--- config.mk ---
export PLATFORM = sky130hd
export DESIGN_NAME = id_ex_alu_issue
export DESIGN_NICKNAME = d
export VERILOG_FILES = /design/src/rtl/alu_pkg.sv /design/src/rtl/alu_op_decoder.sv /design/src/rtl/id_ex_alu_issue.sv
export SDC_FILE = /design/constraint.sdc
export NUM_CORES = 1
export LEC_CHECK = 0
export BUFFER_PORTS_ARGS = -buffer_cell sky130_fd_sc_hd__buf_4
export CAP_MARGIN = 20
export CORE_MARGIN = 4
export CORE_UTILIZATION = 35
export CTS_CLUSTER_DIAMETER = 60
export DETAILED_ROUTE_END_ITERATION = 8
export PLACE_DENSITY = 0.73
export SYNTH_ARGS = -nofsm -noshare
export SYNTH_HDL_FRONTEND = slang
export SYNTH_SLANG_ARGS = --single-unit
--- constraint.sdc ---
create_clock -name clk -period 2.5 [get_ports clk]
set_input_delay 0.25 -clock clk [delete_from_list [all_inputs] [get_ports clk]]
set_output_delay 0.25 -clock clk [all_outputs]
set_load 0.005 [all_outputs]
--- src/rtl/alu_pkg.sv ---
// Shared ALU interface definitions: the 4-bit ALUOp encoding, the MIPS
// opcode/funct values the issue stage decodes, and the default datapath width.
package alu_pkg;

    localparam int ALU_DATA_W = 32;

    // ALUOp encoding seen by the ALU
    localparam logic [3:0] ALU_NOP  = 4'b0000;
    localparam logic [3:0] ALU_ADD  = 4'b0001;
    localparam logic [3:0] ALU_SUB  = 4'b0010;
    localparam logic [3:0] ALU_AND  = 4'b0011;
    localparam logic [3:0] ALU_OR   = 4'b0100;
    localparam logic [3:0] ALU_MULT = 4'b0101;
    localparam logic [3:0] ALU_XOR  = 4'b0110;
    localparam logic [3:0] ALU_NOR  = 4'b0111;
    localparam logic [3:0] ALU_SLT  = 4'b1000;
    localparam logic [3:0] ALU_BEQ  = 4'b1001;
    localparam logic [3:0] ALU_JUMP = 4'b1010;
    localparam logic [3:0] ALU_LW   = 4'b1011;
    localparam logic [3:0] ALU_SW   = 4'b1100;

    // Primary opcodes, instr[31:26]
    localparam logic [5:0] OP_RTYPE = 6'h00;
    localparam logic [5:0] OP_JUMP  = 6'h02;
    localparam logic [5:0] OP_BEQ   = 6'h04;
    localparam logic [5:0] OP_ADDI  = 6'h08;
    localparam logic [5:0] OP_LW    = 6'h23;
    localparam logic [5:0] OP_SW    = 6'h2B;

    // R-type function codes, instr[5:0]
    localparam logic [5:0] FN_MULT = 6'h18;
    localparam logic [5:0] FN_ADD  = 6'h20;
    localparam logic [5:0] FN_ADDU = 6'h21;
    localparam logic [5:0] FN_SUB  = 6'h22;
    localparam logic [5:0] FN_SUBU = 6'h23;
    localparam logic [5:0] FN_AND  = 6'h24;
    localparam logic [5:0] FN_OR   = 6'h25;
    localparam logic [5:0] FN_XOR  = 6'h26;
    localparam logic [5:0] FN_NOR  = 6'h27;
    localparam logic [5:0] FN_SLT  = 6'h2A;

endpackage

--- src/rtl/alu_op_decoder.sv ---
// Pure combinational MIPS decoder: opcode/funct -> ALUOp plus the control
// bits the issue stage needs. Also usable by an ALU bench as golden encoding.
module alu_op_decoder
    import alu_pkg::*;
(
    input  logic [5:0] opcode,
    input  logic [5:0] funct,
    output logic [3:0] alu_op,
    output logic       uses_imm,   // operand b is the sign-extended immediate
    output logic       reads_rt,   // rt is a source register (hazard relevant)
    output logic       rd_sel,     // 1: dest is instr[15:11], 0: dest is rt
    output logic       reg_write,
    output logic       mem_read,
    output logic       mem_write,
    output logic       illegal
);

    // Decode the opcode, and for R-type the funct field, into controls
    always_comb begin
        // NOTE: every output gets a default first so no path can infer a latch.
        alu_op    = ALU_NOP;
        uses_imm  = 1'b0;
        reads_rt  = 1'b0;
        rd_sel    = 1'b0;
        reg_write = 1'b0;
        mem_read  = 1'b0;
        mem_write = 1'b0;
        illegal   = 1'b0;
        case (opcode)
            OP_RTYPE: begin
                // rt is read by any R-type encoding, so hazards key on opcode
                reads_rt = 1'b1;
                rd_sel   = 1'b1;
                reg_write = 1'b1;
                case (funct)
                    FN_ADD, FN_ADDU: alu_op = ALU_ADD;
                    FN_SUB, FN_SUBU: alu_op = ALU_SUB;
                    FN_AND:          alu_op = ALU_AND;
                    FN_OR:           alu_op = ALU_OR;
                    FN_XOR:          alu_op = ALU_XOR;
                    FN_NOR:          alu_op = ALU_NOR;
                    FN_SLT:          alu_op = ALU_SLT;
                    FN_MULT:         alu_op = ALU_MULT;
                    default: begin
                        reg_write = 1'b0;
                        illegal   = 1'b1;
                    end
                endcase
            end
            OP_ADDI: begin
                alu_op    = ALU_ADD;
                uses_imm  = 1'b1;
                reg_write = 1'b1;
            end
            OP_LW: begin
                alu_op    = ALU_LW;
                uses_imm  = 1'b1;
                reg_write = 1'b1;
                mem_read  = 1'b1;
            end
            OP_SW: begin
                alu_op    = ALU_SW;
                uses_imm  = 1'b1;
                reads_rt  = 1'b1;
                mem_write = 1'b1;
            end
            OP_BEQ: begin
                alu_op   = ALU_BEQ;
                reads_rt = 1'b1;
            end
            OP_JUMP: alu_op = ALU_JUMP;
            default: illegal = 1'b1;
        endcase
    end

endmodule

--- src/rtl/id_ex_alu_issue.sv ---
// ID/EX issue stage: decodes the ID instruction, selects ALU operands and
// registers them into the EX pipeline register. Inserts a bubble on a
// load-use hazard or flush, and holds the register while downstream stalls.
module id_ex_alu_issue
    import alu_pkg::*;
#(
    parameter int DATA_W     = ALU_DATA_W,
    parameter int REG_ADDR_W = 5
) (
    input  logic                  clk,
    input  logic                  reset,
    input  logic                  id_valid,
    input  logic [31:0]           id_instr,
    input  logic [DATA_W-1:0]     id_rs_data,
    input  logic [DATA_W-1:0]     id_rt_data,
    input  logic                  stall_in,
    input  logic                  flush,
    output logic                  id_stall,
    output logic                  ex_valid,
    output logic [3:0]            ex_alu_op,
    output logic [DATA_W-1:0]     ex_a,
    output logic [DATA_W-1:0]     ex_b,
    output logic [DATA_W-1:0]     ex_store_data,
    output logic [REG_ADDR_W-1:0] ex_rd,
    output logic                  ex_reg_write,
    output logic                  ex_mem_read,
    output logic                  ex_mem_write,
    output logic                  ex_illegal
);

    logic [3:0]            dec_alu_op;
    logic                  dec_uses_imm;
    logic                  dec_reads_rt;
    logic                  dec_rd_sel;
    logic                  dec_reg_write;
    logic                  dec_mem_read;
    logic                  dec_mem_write;
    logic                  dec_illegal;

    logic [REG_ADDR_W-1:0] rs_idx;
    logic [REG_ADDR_W-1:0] rt_idx;
    logic [REG_ADDR_W-1:0] dest_idx;
    logic [DATA_W-1:0]     imm_ext;
    logic                  id_reg_write;
    logic                  hazard;

    alu_op_decoder u_dec (
        .opcode    (id_instr[31:26]),
        .funct     (id_instr[5:0]),
        .alu_op    (dec_alu_op),
        .uses_imm  (dec_uses_imm),
        .reads_rt  (dec_reads_rt),
        .rd_sel    (dec_rd_sel),
        .reg_write (dec_reg_write),
        .mem_read  (dec_mem_read),
        .mem_write (dec_mem_write),
        .illegal   (dec_illegal)
    );

    assign rs_idx   = REG_ADDR_W'(id_instr[25:21]);
    assign rt_idx   = REG_ADDR_W'(id_instr[20:16]);
    assign dest_idx = dec_rd_sel ? REG_ADDR_W'(id_instr[15:11]) : rt_idx;
    assign imm_ext  = {{(DATA_W-16){id_instr[15]}}, id_instr[15:0]};

    // Writes to $0 are discarded, so never advertise them downstream
    assign id_reg_write = dec_reg_write & (dest_idx != '0);

    // Load in EX whose result a source operand of the ID instruction needs
    assign hazard = id_valid & ex_valid & ex_mem_read & (ex_rd != '0) &
                    ((ex_rd == rs_idx) | ((ex_rd == rt_idx) & dec_reads_rt));

    assign id_stall = hazard | stall_in;

    // EX pipeline register: reset > hold > bubble (flush/hazard/empty) > load
    always_ff @(posedge clk) begin
        // NOTE: sequential state uses non-blocking assignments only, so every
        // field samples pre-edge values regardless of statement order.
        if (reset || (!stall_in && (flush || hazard || !id_valid))) begin
            // NOTE: datapath fields are cleared too, not just the valid bit,
            // so a bubble presents deterministic all-zero values to the ALU.
            ex_valid      <= 1'b0;
            ex_alu_op     <= ALU_NOP;
            ex_a          <= '0;
            ex_b          <= '0;
            ex_store_data <= '0;
            ex_rd         <= '0;
            ex_reg_write  <= 1'b0;
            ex_mem_read   <= 1'b0;
            ex_mem_write  <= 1'b0;
            ex_illegal    <= 1'b0;
        end else if (!stall_in) begin
            ex_valid      <= 1'b1;
            ex_alu_op     <= dec_alu_op;
            ex_a          <= id_rs_data;
            ex_b          <= dec_uses_imm ? imm_ext : id_rt_data;
            ex_store_data <= id_rt_data;
            // Non-writing instructions carry index 0 so nothing downstream
            // can mistake them for a producer
            ex_rd         <= dec_reg_write ? dest_idx : '0;
            ex_reg_write  <= id_reg_write;
            ex_mem_read   <= dec_mem_read;
            ex_mem_write  <= dec_mem_write;
            ex_illegal    <= dec_illegal;
        end
    end

endmodule

* Yosys cells after proc, flatten, opt, wreduce, memory -nomap -nowiden *
Index checks and enable logic that the tools add are counted.

storage, ports and cells
  input port bits = 101
  bits in registers = 110
  word-level logic and storage cells = 65
  ROM bits = 0
  output and inout bits = 111
  bits in latches = 0
  memories = 0
  memory bits (writable) = 0

operators by class
  div/mod/pow operators = 0
  multiply operators = 0
  $lt $le $gt $ge = 0
  add/subtract/negate cells = 0
  bitwise operators = 8
  multiplexer cells = 14
  shift-type cells = 0
  equal/unequal tests = 17
  reduce and logical (&&, ||, !) cells = 16

operators by type and width
  kind                number
  $eq 6x6->1 const B  11
  $mux 32             1
  $pmux 4 s8          1
  $pmux 4 s6          1
  $eq 5x5->1          2
  $mux 5              2
  $reduce_bool 5->1   2
  $reduce_or 10->1    1
  $mux 1              7
  $and 1x1->1         6
  $eq 6x2->1 const B  1
  $eq 6x3->1 const B  1
  $eq 6x4->1 const B  1
  $eq 6x5->1 const B  1
  $logic_not 6->1     1
  $reduce_or 2->1     3
  $reduce_or 3->1     2
  $reduce_or 5->1     1
  $pmux 1 s2          2
  $logic_or 1x1->1    3
  $logic_not 1->1     2
  $or 1x1->1          2
  $logic_and 1x1->1   1

* Logic depth before layout (Yosys ltp) *
Gate-level depths: netlist of the first run.

  word-level depth = 10
  gate-level depth with buffers = 8
  mapped depth without buffers = 5

* Modules after synthesis *
From an unflattened synthesis of the first run, not the netlist that was laid out.

unflattened totals
  cells, all modules = 744
  area total of the unflattened synthesis = 5,999.5 µm²

by module, submodules not included
  module           times used  area each (µm²)  seq. area each (µm²)  cells each
  id_ex_alu_issue  1           5,606.6          2,202.1               685
  alu_op_decoder   1           392.9            0.0                   59

* Least setup slack after synthesis of the first run *
No wires, ideal clock.

  path kind = reg2reg
  start = register ex_rd[0]
  end = register ex_reg_write
  required time = 2.427 ns
  cell stages (with the launch flop) = 8
  library setup time = 0.073 ns
  clock period less this slack = 1.826 ns
  setup slack = 0.674 ns
  path buffers = 2
  arrival time = 1.753 ns
  cells stage by stage = dfxtp_1 > or4_1 > o2111ai_1 > a32oi_1 > o31a_1 > buf_6 > buf_4 > nor3_2

between the ends
  cells in the longest elaborated chain, start to end = 8
  elaborated cells on any way between the ends = 11
  those cells by class = eq/ne: 2; bitwise: 4; reduce/logical: 5

RTL lines
  element                          line                    source
  start, declared                  id_ex_alu_issue.sv:24   output logic [REG_ADDR_W-1:0] ex_rd,
  start signal, assigned           id_ex_alu_issue.sv:99   ex_rd <= dec_reg_write ? dest_idx : '0;
  $eq 5x5->1                       id_ex_alu_issue.sv:70   ((ex_rd == rs_idx) | ((ex_rd == rt_idx) & dec_reads_rt));
  $and 1x1->1                      id_ex_alu_issue.sv:70
  $or 1x1->1                       id_ex_alu_issue.sv:70
  $and 1x1->1 *                    id_ex_alu_issue.sv:69   assign hazard = id_valid & ex_valid & ex_mem_read & (ex_rd != '0) &
  $logic_or 1x1->1 * (2 in a row)  id_ex_alu_issue.sv:78   if (reset || (!stall_in && (flush || hazard || !id_valid))) begin
  $logic_and 1x1->1 *              id_ex_alu_issue.sv:78
  $logic_or 1x1->1 *               id_ex_alu_issue.sv:78
  end signal, assigned             id_ex_alu_issue.sv:100  ex_reg_write <= id_reg_write;
  end, declared                    id_ex_alu_issue.sv:25   output logic ex_reg_write,

Mark *: on every way between the ends. The rest lies on a longest branch, timed or not.
A chain may end at the register's enable or synchronous reset.

* Final worst setup path of the first run *
  start = register ex_rd[0]
  end = register ex_b[10]

between the ends
  cells in the longest elaborated chain, start to end = 8
  elaborated cells on any way between the ends = 11
  those cells by class = eq/ne: 2; bitwise: 4; reduce/logical: 5

RTL lines
  element                          line                   source
  $eq 5x5->1                       id_ex_alu_issue.sv:70
  $and 1x1->1                      id_ex_alu_issue.sv:70
  $or 1x1->1                       id_ex_alu_issue.sv:70
  $and 1x1->1 *                    id_ex_alu_issue.sv:69
  $logic_or 1x1->1 * (2 in a row)  id_ex_alu_issue.sv:78
  $logic_and 1x1->1 *              id_ex_alu_issue.sv:78
  $logic_or 1x1->1 *               id_ex_alu_issue.sv:78
  end signal, assigned             id_ex_alu_issue.sv:95  ex_b <= dec_uses_imm ? imm_ext : id_rt_data;
  end, declared                    id_ex_alu_issue.sv:22  output logic [DATA_W-1:0] ex_b,

Marked as above.

==> results.toml, run 1 <==
[final_layout]
antenna_cells = 0
final_common_cell = "buf_4"
drive_above_1_share = 0.373
area_growth_pct = 41.5
fin_area_sq_um = 6840
final_cell_mix = "218 x buf_4, 110 x dfxtp_1, 78 x nor2_1"
nets = 809
fin_cells = 889

[clock_network]
postCtsSetupBuffers = 0
root_buffer = "clkbuf_16"
htree_levels = 3
hold_buffers = 0
cts_tree = "done"
clock_latency_ns = 0.35
clkTransAtPathRegs_ns = 0.08
cts_buffer_depth = 2
numCtsBuffers = 9
clkSinkCount = 110
postCtsResizedCells = 0

[power_and_ir_drop]
leakage_nw = 3.17
clockPowerShare = 0.345
combPwrFrac = 0.180
peakVddDrop_uv = 307
p_int_mw = 2.99
power.density_nw_per_um2 = 596
switching_share = 0.267
pwr-share-seq = 0.475
total_power_mw = 4.07
switchingPower_mw = 1.09

[sta]
rsz0062_at_grt = "false"
worst_slack_ns = 0.456
max-slew-margin-rel = 0.588
finClkSkew_ns = 0.00712
max_freq_mhz = 489
maxSlewViolCount = 0
min_period_ns = 2.04
setup_viol = 0
min_period_over_period = 0.818
setup_tns_ns = 0
hold_violations = 0
tightest_slew_ns = 0.617

[place]
dp_slack_ns = 0.275
gp_congestion = 0.803
dpl.hpwl_microns = 10700
dp.cells = 873
place_area_sq_um = 6540
port_buffers = 211

[synth]
yosysSeqAreaShare = 0.456
ys_ff_latch = 110
ys.flop_type = "dfxtp_1"
synth_edf_count = 0
synth_nets = 614
synth_cell_types = 47
yosysWarnings = 0
netlist_instances = 513
ys_async_sr_fraction = 0
netlist_area_sq_um = 4830
syn_avg_cell_area_sq_um = 9.42

[worst_setup_path]
r2r-start = "ex_rd[0]$_SDFFE_PP0N_"
worstReg2RegEnd = "ex_b[10]$_SDFFE_PP0N_"
worstPathArrival_ns = 2.30
cp-start-kind = "flop"
path_class = "flop to flop"
cp_slowest_cell = "or4_1"
path_cells = "or4_1 -> o2111ai_1 -> a32oi_1 -> o31a_2 -> buf_4 -> a221oi_1"
critPathMaxFanout = 28
ff2ff_setup_slack_ns = 0.46
cpPeakStageDelay_ns = 0.55
crit_path_end_kind = "flop"
worstPathRequired_ns = 2.75
endpoint = "ex_b[10]$_SDFFE_PP0N_"
ff2ff_path_depth = 6
crit_start = "ex_rd[0]$_SDFFE_PP0N_"

[floorplanning]
io_pins = 212
die_h_microns = 125
die_w_microns = 125
core-area_sq_um = 13400
die-area_sq_um = 15700
rows = 42
start_util = 0.361

[global_route]
antenna_found_initial = 0
gr-usage-all-layers = 0.176
grtUsageMet1 = 0.209
use_met3 = 0.0533
grt_pass1_wl_microns = 22800
globalRouteOverflowTotal = 0
grt_max_degree = 63
grt_pass1_vias = 4552
grt_use_met2 = 0.297
busiest_layer = "met2"

[detailed_routing]
wl_per_cell_microns = 16.0
first_pass_iters = 4
drt-total-wl_microns = 14200
drc_errors = 0
drtIter0Drc = 230
final_antenna_net_count = 0
routed_via_density = 4.99
vias = 4436

[run]
maxCapViolations = 0

[min_path]
hp-class = "input port to flop"

[outcome]
outcome = "finished, final reports clean"
==> synthesized netlist by cell type (2+ instances only) <==
| cell | n | area [sq um] |
|---|---|---|
| o22a_1 | 2 | 17.5 |
| nand2_1 | 27 | 101 |
| nand3_1 | 3 | 15.0 |
| nor2_1 | 78 | 293 |
| xor2_1 | 3 | 26.3 |
| a21oi_1 | 39 | 195 |
| a221oi_1 | 5 | 43.8 |
| nor2b_1 | 19 | 119 |
| a221oi_2 | 10 | 150 |
| nor4bb_1 | 2 | 20.0 |
| and3_1 | 2 | 12.5 |
| buf_4 | 8 | 60.1 |
| mux2i_1 | 72 | 721 |
| a31oi_1 | 5 | 31.3 |
| xnor2_1 | 9 | 78.8 |
| clkbuf_1 | 19 | 71.3 |
| buf_2 | 7 | 35.0 |
| dfxtp_1 | 110 | 2200 |
| inv_1 | 18 | 67.6 |
| nand2b_1 | 3 | 18.8 |
| nand3b_1 | 6 | 45.0 |
| buf_6 | 3 | 33.8 |
| a22oi_1 | 2 | 15.0 |
| nor3_2 | 14 | 140 |
| nor3_1 | 11 | 55.1 |
| or3_1 | 8 | 50.1 |
| or4_1 | 2 | 15.0 |
| o21ai_0 | 7 | 35.0 |
==> cell families after synthesis <==
family,Yosys count,share of synthesized area
AO/OA/AOI/OAI,81,0.120
XOR/XNOR,12,0.0218
adder cells (fa/ha/maj),1,0.00207
buffers and inverters,55,0.0554
flip-flops,110,0.456
multiplexers,73,0.152
AND/OR/NAND/NOR,181,0.193
==> worst min-delay path by stage <==
stage	start	to	slack [ns]	cells after the start
finish	id_rs_data[27]	ex_a[27]$_SDFFE_PP0N_	0.13	3
global route	id_rs_data[25]	ex_a[25]$_SDFFE_PP0N_	0.12	3
CTS	id_rs_data[21]	ex_a[21]$_SDFFE_PP0N_	0.12	3
detailed placement	ex_alu_op[1]$_SDFFE_PP0N_	ex_alu_op[1]$_SDFFE_PP0N_	0.46	2
global placement	ex_alu_op[2]$_SDFFE_PP0N_	ex_alu_op[2]$_SDFFE_PP0N_	0.46	2
floorplan	id_rs_data[0]	ex_a[0]$_SDFFE_PP0N_	0.39	2
==> routing by layer <==
metal | vias to the layer above | routed length (microns)
li1 | 2164 | -
met4 | 0 | 371
met2 | 172 | 6950
met5 | - | 0
met1 | 2073 | 5750
met3 | 27 | 1120
==> layout make-up <==
class / count / area, sq um
fill: 1260 / 6570
multi-input combinational: 348 / 2370
sequential: 110 / 2200
timing repair buffer: 221 / 1690
clock buffer: 10 / 239
tap: 176 / 220
inverter: 18 / 67.6
clock inverter: 6 / 52.6
==> flip-flops by register name (all words and copies together) (netlist names) <==
register,flops
ex_b,32
ex_valid,1
ex_illegal,1
ex_a,32
ex_mem_write,1
ex_mem_read,1
ex_store_data,32
ex_alu_op,4
ex_reg_write,1
ex_rd,5
==> power by group through the flow <==
stage	combinational, mW	clock (mW)	sequential (mW)
finish	0.734	1.40	1.94
global route	0.805	1.52	1.95
CTS	0.741	1.43	1.94
detailed placement	0.740	0	1.98
global placement	0.721	0	1.97
floorplan	0.345	0	1.98
==> stage by stage <==
stage	hold slack (ns)	utilization
floorplan	0.394	-
global placement	0.455	0.488
detailed placement	0.457	0.488
CTS	0.118	0.510
global route	0.124	0.510
finish	0.132	0.510
==> critical path: cells and delay by family, from the launching register on <==
kind / cells / cell delay (ns)
AOI/OAI and AO/OA: 4 / 0.77
and+or+nand+nor: 1 / 0.55
DFF: 1 / 0.38
buffers and inverters: 1 / 0.25
Power figures use the tool's default switching activity.
==> run 2, diff against run 1 <==
Clock period 2.5 ns to 2 ns, I/O delays scaled along.
==> run 2 against run 1 <==
Sequential share of layout area is 0.94 points lower. Clock skew shrank 0.0025 ns. Routed wire length down 0.23%. Combinational power increased by 29%. Count of clock-buffer cells in the layout is the same. Non-clock buffer count rose by 14. Critical path type is now flop to output pin. Largest cell class unchanged.
==> results.toml, run 2 (synthesized netlist as in run 1, its figures left out) <==
[worst_setup_path]
path_cells = "buf_4 -> xnor2_1 -> nand3_1 -> nor3_2 -> nor2_1 -> o21bai_1 -> buf_4"
worstReg2RegEnd = "ex_b[14]$_SDFFE_PP0N_"
worstPathArrival_ns = 1.73
path_depth = 7
path_buf_inv = 2
cpPeakStageDelay_ns = 0.31
crit_path_end_kind = "output pin"
worstPathRequired_ns = 1.80
cp-start-kind = "flop"
cpLargestDelayFamily = "simple AND/OR/NAND/NOR gates"
cp_slowest_cell = "dfxtp_1"
ff2ff_setup_slack_ns = 0.14
path_class = "flop to output pin"
cpMostUsedCell = "buf_4"
ff2ff_path_depth = 6
r2r-start = "ex_rd[0]$_SDFFE_PP0N_"
critPathMaxFanout = 4

[min_path]
hp-class = "input port to flop"
whs_endpoint = "ex_a[24]$_SDFFE_PP0N_"
min_from = "id_rs_data[24]"
min_path_cells = 3

[place]
gp_congestion = 0.839
place_area_sq_um = 6700
dp_slack_ns = -0.0468
dp.cells = 887
dpl.hpwl_microns = 10700
port_buffers = 211

[detailed_routing]
first_pass_iters = 4
drc_errors = 0
wl_per_cell_microns = 15.7
drt-total-wl_microns = 14200
vias = 4491
routed_via_density = 4.97
drtIter0Drc = 299
final_antenna_net_count = 0

[clock_network]
cts_tree = "done"
clock_latency_ns = 0.35
postCtsSetupBuffers = 0
root_buffer = "clkbuf_16"
clkSinkCount = 110
hold_buffers = 0
cts_buffer_depth = 2
clkTransAtPathRegs_ns = 0.07
htree_levels = 3
numCtsBuffers = 9

[floorplanning]
rows = 42
io_pins = 212
die_h_microns = 125
die_w_microns = 125
core-area_sq_um = 13400
die-area_sq_um = 15700
start_util = 0.361

[final_layout]
fin_area_sq_um = 7050
antenna_cells = 0
fin_cells = 903
drive_above_1_share = 0.391
top_regs = "ex_a x32, ex_b x32, ex_store_data x32"
final_cell_mix = "228 x buf_4, 109 x dfxtp_1, 78 x nor2_1"
final_common_cell = "buf_4"
fillers = 1215
postLayoutCoreUtil = 0.526
area_growth_pct = 45.8
nets = 823

[power_and_ir_drop]
total_power_mw = 5.29
leakage_nw = 3.28
peakVddDrop_uv = 460
power.density_nw_per_um2 = 751

[outcome]
outcome = "finished, final reports clean"

[sta]
setup_viol = 0
setup_tns_ns = 0
worst_slack_ns = 0.0693
maxSlewViolCount = 0
min_period_ns = 1.93
hold_slack_ns = 0.0829
hold_violations = 0
max_freq_mhz = 518
tightest_slew_ns = 0.651
min_period_over_period = 0.965
max-slew-margin-rel = 0.565
finClkSkew_ns = 0.00464

[global_route]
grt_pass1_wl_microns = 22700
grt_pass1_vias = 4508
globalRouteOverflowTotal = 0
antenna_found_initial = 0
gr-usage-all-layers = 0.175
grt_max_degree = 64

[run]
maxCapViolations = 0
run 2: changes by cell type in the layout (fill, tap and decap cells not counted), moves of 2 or more:
cell and change:
buf_4 +10, bufinv_16 +2, nor3_1 -2, buf_12 +4, nor3_2 +2
run 2: layout make-up:
class	instances	area [sq um]	area share
clock buffers	10	229	0.0325
multi-input cells	348	2390	0.339
repair buffers	235	1840	0.262
well taps	176	220	0.0313
flip-flops and latches	110	2200	0.313
inverters	18	67.6	0.00959
clock inverters	6	92.6	0.0131
run 2: layer usage:
layer / share of wire / up-vias / wire, microns / GRT usage
li1: - / 2188 / - / -
met1: 0.41 / 2121 / 5780 / 0.208
met2: 0.49 / 162 / 7000 / 0.298
met3: 0.073 / 20 / 1040 / 0.0542
met4: 0.024 / 0 / 341 / 0.0644
met5: 0 / - / 0 / 0
run 2: worst max-delay path by stage:
stage | endpoint | slack [ns] | start
5_1_grt | id_stall | -0.01 | ex_rd[1]$_SDFFE_PP0N_
3_5_place_dp | ex_valid$_SDFFE_PP0N_ | -0.05 | id_instr[31]
6_report | id_stall | 0.07 | ex_rd[1]$_SDFFE_PP0N_
3_3_place_gp | ex_a[15]$_SDFFE_PP0N_ | 0.03 | id_instr[31]
2_1_floorplan | ex_reg_write$_SDFFE_PP0N_ | 0.17 | ex_rd[0]$_SDFFE_PP0N_
4_1_cts | id_stall | 0.03 | ex_rd[4]$_SDFFE_PP0N_
run 2: repair_timing:
item,in CTS,in global routing
gates cloned,0,0
resized for setup,1,4
setup endpoints to repair,1,5
run 2: power breakdown:
part           switching (mW)  total [mW]  leakage [nW]  internal (mW)
clock                   0.816        1.92         0.150           1.11
combinational           0.429       0.949          2.23          0.520
sequential             0.0816        2.42         0.905           2.34
run 2: worst min-delay path, stage by stage:
cell,delay (ns)
buf_4,0.07
mux2i_1,0.05
nor2_1,0.07
==> run 3, diff against run 2 <==
Settings changed: PLACE_DENSITY 0.73 to 0.71, SYNTH_HIERARCHICAL from default to 1.
==> run 3 against run 2 <==
Clock power up 3%. Area after synthesis up 24%. Routed wire length up 38%. Critical path depth down 2. Largest cell class unchanged. Largest power group unchanged.
==> results.toml, run 3 <==
[final_layout]
fin_area_sq_um = 8180
regArea_sq_um = 2210
multi_input_area_sq_um = 3350
nets = 1006
final_common_cell = "buf_4"
drive_above_1_share = 0.322
fin_cells = 1130
final_cell_mix = "228 x buf_4, 142 x nand3_1, 107 x dfxtp_1"
postLayoutCoreUtil = 0.490
top_regs = "ex_a x32, ex_b x32, ex_store_data x32"
antenna_cells = 0
fillers = 1647
area_growth_pct = 36.4

[sta]
maxSlewViolCount = 0
hold_violations = 0
hold_slack_ns = 0.128
worst_slack_ns = 0.0596
max_freq_mhz = 515
min_period_over_period = 0.970
rsz0062_at_grt = "true"
tightest_slew_ns = 0.726
setup_viol = 0
min_period_ns = 1.94
max-slew-margin-rel = 0.516
finClkSkew_ns = 0.00944
setup_tns_ns = 0

[run]
maxCapViolations = 0

[detailed_routing]
drt-total-wl_microns = 19600
routed_via_density = 5.73
drtIter0Drc = 451
wl_per_cell_microns = 17.3
first_pass_iters = 5
vias = 6478
drc_errors = 0
final_antenna_net_count = 0

[synth]
ys.flop_type = "dfxtp_1"
synth_cell_types = 50
yosysWarnings = 6
netlist_area_sq_um = 6000
synth.most_common_cell = "nand3_1"
synth_area_leaders = "dfxtp_1 37%, nand3_1 12%, o211ai_1 8.8%, nand4_1 7.5%, a21oi_1 6.3%"
yosysTopAreaCell = "dfxtp_1"
yosysSeqAreaShare = 0.367
ys_ff_latch = 110
yosysTopAreaCellShare = 0.367
synth_edf_count = 0
netlist_instances = 744
syn_avg_cell_area_sq_um = 8.06
synth_nets = 845
synth_common_cells = "142 x nand3_1, 110 x dfxtp_1, 75 x a21oi_1, 72 x nand4_1, 70 x o211ai_1"
ys_async_sr_fraction = 0

[global_route]
gr-usage-all-layers = 0.191
grt_max_degree = 94
antenna_found_initial = 0
grt_pass1_wl_microns = 30800
grt_pass1_vias = 5741
globalRouteOverflowTotal = 0

[floorplanning]
start_util = 0.359
core-area_sq_um = 16700
rows = 47
die_h_microns = 139
io_pins = 212
die-area_sq_um = 19300
die_w_microns = 139

[power_and_ir_drop]
peakVddDrop_uv = 465
total_power_mw = 5.29
switchingPower_mw = 1.41
leakage_nw = 3.22
p_int_mw = 3.88
switching_share = 0.267
clockPowerShare = 0.374
power.density_nw_per_um2 = 646
pwr-share-seq = 0.451
combPwrFrac = 0.175

[place]
dpl.hpwl_microns = 13400
port_buffers = 211
dp_slack_ns = 0.0338
gp_congestion = 0.853
dp.cells = 1110
place_area_sq_um = 7810

[clock_network]
root_buffer = "clkbuf_16"
clkTransAtPathRegs_ns = 0.08
cts_buffer_depth = 2
numCtsBuffers = 9
htree_levels = 3
hold_buffers = 0
clkSinkCount = 110
cts_tree = "done"
clock_latency_ns = 0.35

[worst_setup_path]
crit_start = "ex_rd[2]$_SDFFE_PP0N_"
cpPeakStageDelay_ns = 0.54
worstReg2RegEnd = "ex_rd[1]$_SDFFE_PP0N_"
path_cells = "or4_4 -> o2111ai_4 -> buf_6 -> o21ai_2 -> buf_4"
ff2ff_setup_slack_ns = 0.11
cp_slowest_cell = "or4_4"
path_buf_inv = 2
worstPathArrival_ns = 1.74
path_depth = 5
path_class = "flop to output pin"
crit_path_end_kind = "output pin"
critPathMaxFanout = 2
ff2ff_path_depth = 6
r2r-start = "ex_rd[2]$_SDFFE_PP0N_"
worstPathRequired_ns = 1.80
endpoint = "id_stall"
cpLargestDelayFamily = "simple AND/OR/NAND/NOR gates"
cp-start-kind = "flop"

[min_path]
hp-class = "input port to flop"

[outcome]
outcome = "finished, final reports clean"
-- run 3: cell types whose count changed after synthesis, moves of 30 or more --
cell and change:
o211ai_1 +70, a21oi_1 +36, nand3_1 +139, nand4_1 +71
clkbuf_1 +49, mux2i_1 -70, a22oi_1 +30, nor2_1 -64
-- run 3: routing by layer --
| layer | vias up | track usage | share of wire |
|---|---|---|---|
| met4 | 0 | 0.0695 | 0.023 |
| li1 | 3154 | - | - |
| met3 | 27 | 0.0441 | 0.063 |
| met1 | 3086 | 0.249 | 0.44 |
| met2 | 211 | 0.310 | 0.48 |
| met5 | - | 0 | 0 |
-- run 3: power groups by stage --
stage	Sequential, mW	Clock (mW)	Combinational (mW)
final	2.39	1.98	0.926
after global routing	2.40	2.11	1.01
after CTS	2.39	2.04	0.929
after detailed placement	2.44	0	0.927
after global placement	2.44	0	0.912
after floorplan	2.44	0	0.416
-- run 3: repair_timing --
action | in CTS | in global routing
pin swaps | 3 | 2
setup buffers | 3 | 1
gates cloned | 0 | 0
endpoints found under the setup margin | 1 | 17
gates resized for setup | 5 | 3
hold endpoints to repair | 0 | 0
-- run 3: final cells by class --
class / instances / area share
Sequential cell: 110 / 0.270
Clock buffer: 9 / 0.0275
Clock inverter: 7 / 0.0121
Multi-Input combinational cell: 523 / 0.409
Tap cell: 220 / 0.0336
Timing Repair Buffer: 241 / 0.239
Inverter: 20 / 0.00948
-- run 3: cells by family (layout without fill, tap and decap cells) --
group | after synthesis | in the layout | synth area share
adder cells (fa/ha/maj) | 1 | 1 | 0.00167
XOR/XNOR | 12 | 12 | 0.0175
AND/OR/NAND/NOR | 263 | 263 | 0.241
AO/OA/AOI/OAI | 227 | 227 | 0.250
buffers and inverters | 111 | 277 | 0.0855
multiplexers | 20 | 20 | 0.0371
flip-flops | 110 | 110 | 0.367
-- run 3: worst min path at each step --
stage                                  endpoint  cells after the start  slack [ns]           start
after detailed placement  ex_a[19]$_SDFFE_PP0N_                      3        0.49  id_rs_data[19]
final                     ex_a[19]$_SDFFE_PP0N_                      3        0.13  id_rs_data[19]
after floorplan            ex_a[0]$_SDFFE_PP0N_                      2        0.39   id_rs_data[0]
after global routing       ex_a[9]$_SDFFE_PP0N_                      3        0.13   id_rs_data[9]
after global placement    ex_a[21]$_SDFFE_PP0N_                      3        0.48  id_rs_data[21]
after CTS                 ex_a[19]$_SDFFE_PP0N_                      3        0.11  id_rs_data[19]
-- run 3: worst reg2reg max path, stage by stage (launching register included) --
cell	delay (ns)
dfxtp_2	0.32
or4_4	0.55
o2111ai_4	0.22
buf_4	0.19
buf_12	0.20
a21oi_1	0.06
a211oi_1	0.26
